--- src/rtl/fetch_stage.sv ---
`default_nettype none
// ============================================================================
//  Module   : fetch_stage
//  Purpose  : Instruction fetch stage for a 16-bit instruction / 32-bit
//             address pipeline. After reset the PC is loaded from the
//             boot words at instruction-memory addresses 0 (low half) and
//             1 (high half). Instructions are then fetched one per cycle
//             into a registered output stage. The stage supports hazard
//             stalls and branch redirects. When FETCH_INTERRUPT_EN is
//             defined, it also supports edge-latched interrupts that
//             vector through the words at addresses 2 and 3.
//  Config   : FETCH_INTERRUPT_EN - enables the interrupt path
//             (pending flag, INT_LO/INT_HI states, o_interrupt marker).
//  Ports    :
//    i_clk          in   1  clock, rising edge
//    i_reset        in   1  asynchronous active-high reset
//    i_stall        in   1  hazard hold (RUN only)
//    i_branch_taken in   1  redirect request, overrides stall
//    i_branch_addr  in  32  redirect target
//    i_interrupt    in   1  interrupt request, level-sampled
//    i_imem_data    in  16  instruction memory data (combinational)
//    o_imem_addr    out 32  instruction memory word address
//    o_instr        out 16  registered instruction (16'h0000 = NOP)
//    o_pc           out 32  registered PC+1 of o_instr
//    o_interrupt    out  1  registered interrupt marker
//  Revision : 1.0  initial release
// ============================================================================
module fetch_stage (
    input  logic        i_clk,
    input  logic        i_reset,
    input  logic        i_stall,
    input  logic        i_branch_taken,
    input  logic [31:0] i_branch_addr,
    input  logic        i_interrupt,
    input  logic [15:0] i_imem_data,
    output logic [31:0] o_imem_addr,
    output logic [15:0] o_instr,
    output logic [31:0] o_pc,
    output logic        o_interrupt
);

    localparam logic [15:0] NOP = 16'h0000;

`ifdef FETCH_INTERRUPT_EN
    typedef enum logic [2:0] {
        BOOT_LO = 3'd0,
        BOOT_HI = 3'd1,
        RUN     = 3'd2,
        INT_LO  = 3'd3,
        INT_HI  = 3'd4
    } state_t;
`else
    typedef enum logic [1:0] {
        BOOT_LO = 2'd0,
        BOOT_HI = 2'd1,
        RUN     = 2'd2
    } state_t;
`endif

    state_t      state_q;
    logic [31:0] pc_q;
    logic [15:0] instr_q;
    logic [31:0] opc_q;
    logic [31:0] pc_inc;

    assign pc_inc = pc_q + 32'd1;

`ifdef FETCH_INTERRUPT_EN
    logic oint_q;
    logic pend_q;
    logic int_prev_q;
    logic pend_d;
    logic int_rise;
    logic accept;

    assign int_rise = i_interrupt & ~int_prev_q;
    // A pending interrupt is taken only on a cycle that would otherwise
    // fetch; a stall or a branch leaves it pending.
    assign accept   = (state_q == RUN) & pend_q & ~i_stall & ~i_branch_taken;
    // A new edge wins over the clear, so an edge arriving in the same
    // cycle as an acceptance is not lost.
    assign pend_d   = int_rise | (pend_q & ~accept);
    assign o_interrupt = oint_q;
`else
    logic unused_interrupt;
    assign unused_interrupt = i_interrupt;
    assign o_interrupt      = 1'b0;
`endif

    // Memory address: fixed boot/vector word addresses outside RUN.
    always_comb begin
        o_imem_addr = pc_q;
        case (state_q)
            BOOT_LO: o_imem_addr = 32'd0;
            BOOT_HI: o_imem_addr = 32'd1;
`ifdef FETCH_INTERRUPT_EN
            INT_LO:  o_imem_addr = 32'd2;
            INT_HI:  o_imem_addr = 32'd3;
`endif
            default: o_imem_addr = pc_q;
        endcase
    end

    always_ff @(posedge i_clk or posedge i_reset) begin
        if (i_reset) begin
            state_q    <= BOOT_LO;
            pc_q       <= 32'd0;
            instr_q    <= NOP;
            opc_q      <= 32'd0;
`ifdef FETCH_INTERRUPT_EN
            oint_q     <= 1'b0;
            pend_q     <= 1'b0;
            int_prev_q <= 1'b0;
`endif
        end else begin
`ifdef FETCH_INTERRUPT_EN
            int_prev_q <= i_interrupt;
            pend_q     <= pend_d;
`endif
            case (state_q)
                BOOT_LO: begin
                    pc_q[15:0] <= i_imem_data;
                    instr_q    <= NOP;
`ifdef FETCH_INTERRUPT_EN
                    oint_q     <= 1'b0;
`endif
                    state_q    <= BOOT_HI;
                end
                BOOT_HI: begin
                    pc_q[31:16] <= i_imem_data;
                    instr_q     <= NOP;
`ifdef FETCH_INTERRUPT_EN
                    oint_q      <= 1'b0;
`endif
                    state_q     <= RUN;
                end
                RUN: begin
                    if (i_branch_taken) begin
                        // Redirect squashes whatever is at the old PC.
                        pc_q    <= i_branch_addr;
                        instr_q <= NOP;
`ifdef FETCH_INTERRUPT_EN
                        oint_q  <= 1'b0;
`endif
                    end
`ifdef FETCH_INTERRUPT_EN
                    else if (accept) begin
                        // Return address is the instruction not yet fetched.
                        instr_q <= NOP;
                        oint_q  <= 1'b1;
                        opc_q   <= pc_q;
                        state_q <= INT_LO;
                    end
`endif
                    else if (!i_stall) begin
                        instr_q <= i_imem_data;
                        opc_q   <= pc_inc;
                        pc_q    <= pc_inc;
`ifdef FETCH_INTERRUPT_EN
                        oint_q  <= 1'b0;
`endif
                    end
                end
`ifdef FETCH_INTERRUPT_EN
                INT_LO: begin
                    pc_q[15:0] <= i_imem_data;
                    instr_q    <= NOP;
                    oint_q     <= 1'b0;
                    state_q    <= INT_HI;
                end
                INT_HI: begin
                    pc_q[31:16] <= i_imem_data;
                    instr_q     <= NOP;
                    oint_q      <= 1'b0;
                    state_q     <= RUN;
                end
`endif
                default: begin
                    state_q <= BOOT_LO;
                end
            endcase
        end
    end

    assign o_instr = instr_q;
    assign o_pc    = opc_q;

endmodule
`default_nettype wire
--- config.mk ---
export PLATFORM = sky130hd
export DESIGN_NAME = fetch_stage
export DESIGN_NICKNAME = d
export VERILOG_FILES = /design/src/rtl/fetch_stage.sv
export SDC_FILE = /design/constraint.sdc
export NUM_CORES = 1
export LEC_CHECK = 0
export CAP_MARGIN = 5
export CORE_MARGIN = 1.5
export CORE_UTILIZATION = 25
export DETAILED_ROUTE_END_ITERATION = 8
export GPL_TIMING_DRIVEN = 0
export HOLD_SLACK_MARGIN = 0.06
export PLACE_DENSITY = 0.49
export SLEW_MARGIN = 20
export SYNTH_ARGS = -nofsm -noshare
export SYNTH_HDL_FRONTEND = slang
export SYNTH_SLANG_ARGS = --single-unit
--- constraint.sdc ---
create_clock -name i_clk -period 2.8 [get_ports i_clk]
set_clock_uncertainty 0.1 [all_clocks]
set_input_delay 0.28 -clock i_clk [delete_from_list [all_inputs] [get_ports i_clk]]
set_output_delay 0.28 -clock i_clk [all_outputs]
set_load 0.005 [all_outputs]
After elaboration in Yosys (flattened, before gate mapping)
Cells that the tools add are included.
{"block": "word_totals", "reg_bits": 82, "wordCells": 29, "input_bits": 53, "output_inout_bits": 81}
{"block": "classes", "add_sub_neg": 1, "n_reduce_logical": 9, "muxes": 9, "n_eq_ne": 3, "bitwise_logic": 2}
{"cell": "$pmux W16 S2", "n": 3}
{"cell": "$mux W32", "n": 2}
{"cell": "$pmux W32 S2", "n": 1}
{"cell": "$add A32 B1 Y32 const B", "n": 1}
{"cell": "$mux W16", "n": 2}
{"cell": "$pmux W2 S3", "n": 1}
{"cell": "$reduce_and A2 Y1", "n": 3}
{"cell": "$reduce_bool A2 Y1", "n": 3}
{"cell": "$ne A3 B3 Y1 const B", "n": 1}
{"cell": "$reduce_and A3 Y1", "n": 1}
{"cell": "$eq A2 B1 Y1 const B", "n": 1}
{"cell": "$eq A2 B2 Y1 const B", "n": 1}
{"cell": "$logic_not A2 Y1", "n": 1}
{"cell": "$not A1 Y1", "n": 2}
{"cell": "$reduce_or A2 Y1", "n": 1}

Longest topological paths before layout
{"block": "depth", "depth_word": 4, "depth_mapped": 9}

Least setup slack after synthesis
Ideal clock, no wire load.
{"block": "synth_timing", "path_kind": "register -> register", "startpoint": "register pc_q[0]", "endpoint": "register pc_q[28]", "setup_time_ns": 0.124, "required_ns": 2.576, "stages_incl_launch_ff": 8, "synth_period_minus_slack_ns": 2.144, "path_slack_ns": 0.656, "t_arrival_ns": 1.920, "path_cell_list": "dfrtp_1 -> ha_1 -> nand3_4 -> nor4_4 -> and3_1 -> buf_4 -> o21ai_2 -> a211o_1"}
{"block": "synth_between", "elab_chain_cells": 4}
{"item": "start, declared", "line": "61", "source": "logic [31:0] pc_q;"}
{"item": "start signal, assigned", "line": "122", "source": "pc_q[15:0] <= i_imem_data;"}
{"item": "start signal, assigned", "line": "140", "source": "pc_q <= i_branch_addr;"}
{"item": "start signal, assigned", "line": "158", "source": "pc_q <= pc_inc;"}
{"item": "$add A32 B1 Y32", "line": "66", "source": "assign pc_inc = pc_q + 32'd1;"}
{"item": "$mux W32", "line": "155", "source": "else if (!i_stall) begin"}
{"item": "$mux W32", "line": "138", "source": "if (i_branch_taken) begin"}
{"item": "$pmux W16 S2", "line": "120", "source": "case (state_q)"}
Every way passes these cells. The select of a mux whose other input is x is not followed.
A chain may end at the register's enable or synchronous reset.

Worst setup path in the final report
{"block": "layout_timing", "startpoint": "register state_q[1]", "endpoint": "output o_imem_addr[11]"}
{"block": "layout_between", "elab_chain_cells": 2, "elab_cells_between_ends": 3, "classes_between": "1 x eq/ne; 1 x mux; 1 x reduce/logical"}
{"item": "start, declared", "line": "60", "source": "state_t state_q;"}
{"item": "start signal, assigned", "line": "106", "source": "state_q <= BOOT_LO;"}
{"item": "start signal, assigned", "line": "127", "source": "state_q <= BOOT_HI;"}
{"item": "start signal, assigned", "line": "135", "source": "state_q <= RUN;"}
{"item": "$eq A2 B1 Y1 or $logic_not A2 Y1 (tied branches)", "line": "93", "source": "case (state_q)"}
{"item": "$pmux W32 S2 (*)", "line": "93"}
{"item": "end, declared", "line": "36", "source": "output logic [31:0] o_imem_addr,"}
Every way passes the cells marked *; elsewhere a longest branch is shown, timed or not.

==> impl_metrics.json <==
{
  "status": "finished, violations left",
  "failed_checks": "DRC",
  "antenna_found_initial": 0,
  "final_cell_mix": "131 x clkdlybuf4s50_1, 82 x dfrtp_1, 73 x nand2_1",
  "via_count": 4621,
  "fmax_ghz": 0.382,
  "regArea_sq_um": 2050,
  "rsz0062_at_grt": "false",
  "via_per_inst": 5.12,
  "ys_seq_area_frac": 0.441,
  "use_met3": 0.0368,
  "mostFrequentLayoutCell": "clkdlybuf4s50_1",
  "clk_pin_slew_worst_paths_ps": 60,
  "syn-instance-count": 524,
  "grt.busiest_layer": "met2",
  "die_area_sq_um": 19500,
  "cp-end-kind": "output port",
  "die_w_um": 139,
  "dp_hpwl_um": 13400,
  "drive_above_1_share": 0.0697,
  "clk_latency_ps": 360,
  "area_growth_pct": 42.2,
  "path_max_fanout": 10,
  "arrival_ps": 2240,
  "slew_viol_final": 0,
  "multi_input_area_sq_um": 2340,
  "grt_usage": 0.185,
  "io_pins": 134,
  "grt_max_degree": 48,
  "worst_pin_slew_ps": 742,
  "async_flop_share": 1.00,
  "hold-worst-slack_ps": 206,
  "worstSetupStartpointType": "register",
  "grt_pass1_vias": 4547,
  "dr.pass1.iters": 7,
  "final_nets": 723,
  "yosysWarnings": 0,
  "gp_congestion": 0.895,
  "num_rows": 49,
  "grt.met1_usage": 0.260,
  "finalCritPeriodShare": 0.935,
  "final_cell_area_sq_um": 6620,
  "peakVddDrop_mv": 0.307,
  "static-leakage-power_nw": 2.67,
  "worstPathRequired_ps": 2420,
  "ys_ff_latch": 82,
  "met2_usage": 0.272,
  "clockRootBuffer": "clkbuf_16",
  "avgRoutedWirePerCell_um": 19.6,
  "power_density_nw_per_um2": 566,
  "synth_area_sq_um": 4660,
  "grt_pass1_wl_um": 27000,
  "dpl_cell_area_sq_um": 6280,
  "numPortBuffers": 131,
  "drt_iter0_markers": 521,
  "cts_num_sinks": 82,
  "worst_slack_ps": 183,
  "initial_utilization": 0.257,
  "layout_min_cycle_time_ps": 2620,
  "drc_errors": 5,
  "slew_headroom": 0.500,
  "hold_viol": 0,
  "p_total_mw": 3.75,
  "cts_buffer_depth": 2,
  "fillCellCount": 1867,
  "drt-total-wl_um": 17700,
  "ys_types": 60,
  "cts_buffers": 9,
  "tns_ps": 0,
  "maxCapViolCount": 0,
  "dp_slack_ps": 56.9,
  "syn_avg_cell_area_sq_um": 8.89,
  "ant_nets": 0,
  "final-setup-viol-count": 0,
  "path_class": "reg -> out",
  "synth_edf_count": 0,
  "antenna_cells": 0,
  "synth_ff_type": "dfrtp_1",
  "die_y_um": 139,
  "coreArea_sq_um": 18100,
  "gr-total-overflow": 0,
  "hold_path.class": "in -> async",
  "cts_tree": "done",
  "cts-htree-levels": 3,
  "synth_nets": 578
}
per-stage QoR:
step           cells  utilization
3_5_place_dp     885        0.347
4_1_cts          901        0.365
2_1_floorplan    524            -
3_3_place_gp     884        0.346
5_1_grt          903        0.366
6_report         903        0.366
cell usage after synthesis (3+ instances only):
| library cell | instances | area share |
|---|---|---|
| o31a_1 | 6 | 0.011 |
| nand2_1 | 73 | 0.059 |
| a21oi_1 | 24 | 0.026 |
| and2_1 | 32 | 0.043 |
| buf_4 | 4 | 0.0064 |
| o21ai_0 | 65 | 0.070 |
| o22ai_1 | 5 | 0.0067 |
| a22o_1 | 14 | 0.026 |
| and3_1 | 6 | 0.0081 |
| buf_6 | 4 | 0.0097 |
| nand3_1 | 20 | 0.021 |
| xor2_1 | 12 | 0.023 |
| buf_2 | 4 | 0.0043 |
| inv_1 | 10 | 0.0081 |
| nor3_1 | 5 | 0.0054 |
| a22oi_1 | 15 | 0.024 |
| o32a_1 | 4 | 0.0086 |
| nand4_1 | 12 | 0.016 |
| a221oi_1 | 3 | 0.0056 |
| dfrtp_1 | 82 | 0.44 |
| clkbuf_1 | 35 | 0.028 |
| nor2_1 | 20 | 0.016 |
| o21ai_1 | 3 | 0.0032 |
| xnor2_1 | 17 | 0.032 |
timing repair:
| action | CTS | global route |
|---|---|---|
| endpoints found under the setup margin | 0 | 25 |
| setup buffers | 0 | 2 |
| hold buffers | 0 | 0 |
| gates resized for setup | 0 | 6 |
power breakdown:
group / switching, mW / internal, mW / leakage, nW
combinational: 0.432 / 0.526 / 1.49
sequential: 0.135 / 1.34 / 1.02
clock: 0.513 / 0.799 / 0.162
total: 1.08 / 2.66 / 2.67
state kept, by name, indices dropped and copies added, names as in the netlist:
| name | flops |
|---|---|
| o_pc | 32 |
| state_q | 2 |
| pc_q | 32 |
| o_instr | 16 |
routing by layer:
layer / part of all wire / vias to the layer above / wire length [um]
li1: - / 2157 / -
met1: 0.46 / 2227 / 8210
met2: 0.44 / 208 / 7720
met3: 0.071 / 29 / 1250
met4: 0.031 / 0 / 556
met5: 0 / - / 0
cells by family (layout without fill, tap and decap cells):
| kind of cell | count (synthesis) | count (layout) | synth area share |
|---|---|---|---|
| AO/OA/AOI/OAI | 161 | 161 | 0.222 |
| flip-flops | 82 | 82 | 0.441 |
| AND/OR/NAND/NOR | 190 | 190 | 0.217 |
| adder cells (fa/ha/maj) | 1 | 1 | 0.00269 |
| XOR/XNOR | 29 | 29 | 0.0545 |
| other | 1 | 1 | 0.000805 |
| buffers and inverters | 58 | 208 | 0.0578 |
| multiplexers | 2 | 2 | 0.00430 |
worst paths after layout:
kind / end / startpoint / depth (start not counted) / slack, ps
setup / recovery: o_imem_addr[11] / state_q[1]$_DFFE_PP0N_ / 4 / 180
hold / removal: o_pc[30]$_DFFE_PP0P_ / i_reset / 2 / 210
setup reg to reg: o_pc[1]$_DFFE_PP0P_ / state_q[0]$_DFFE_PP0N_ / 8 / 350
hold reg to reg: o_pc[25]$_DFFE_PP0P_ / o_pc[25]$_DFFE_PP0P_ / 2 / 380
max in group asynchronous: state_q[0]$_DFFE_PP0N_ / i_reset / 3 / 1760
min in group i_clk: o_pc[25]$_DFFE_PP0P_ / o_pc[25]$_DFFE_PP0P_ / 2 / 380
final cells by class:
cell class                      count  share of cell area
Multi-Input combinational cell    384               0.353
Sequential cell                    82               0.310
Timing Repair Buffer              134               0.204
Tap cell                          229              0.0433
Clock buffer                       10              0.0361
Buffer                             48              0.0355
Clock inverter                      6              0.0121
Inverter                           10             0.00605
critical path, cell delays in order (launching register included):
cell	delay (ps)
dfrtp_1	380
clkbuf_1	410
clkbuf_2	360
and2_1	210
clkdlybuf4s50_1	510
(Power assumes the default switching activity.)
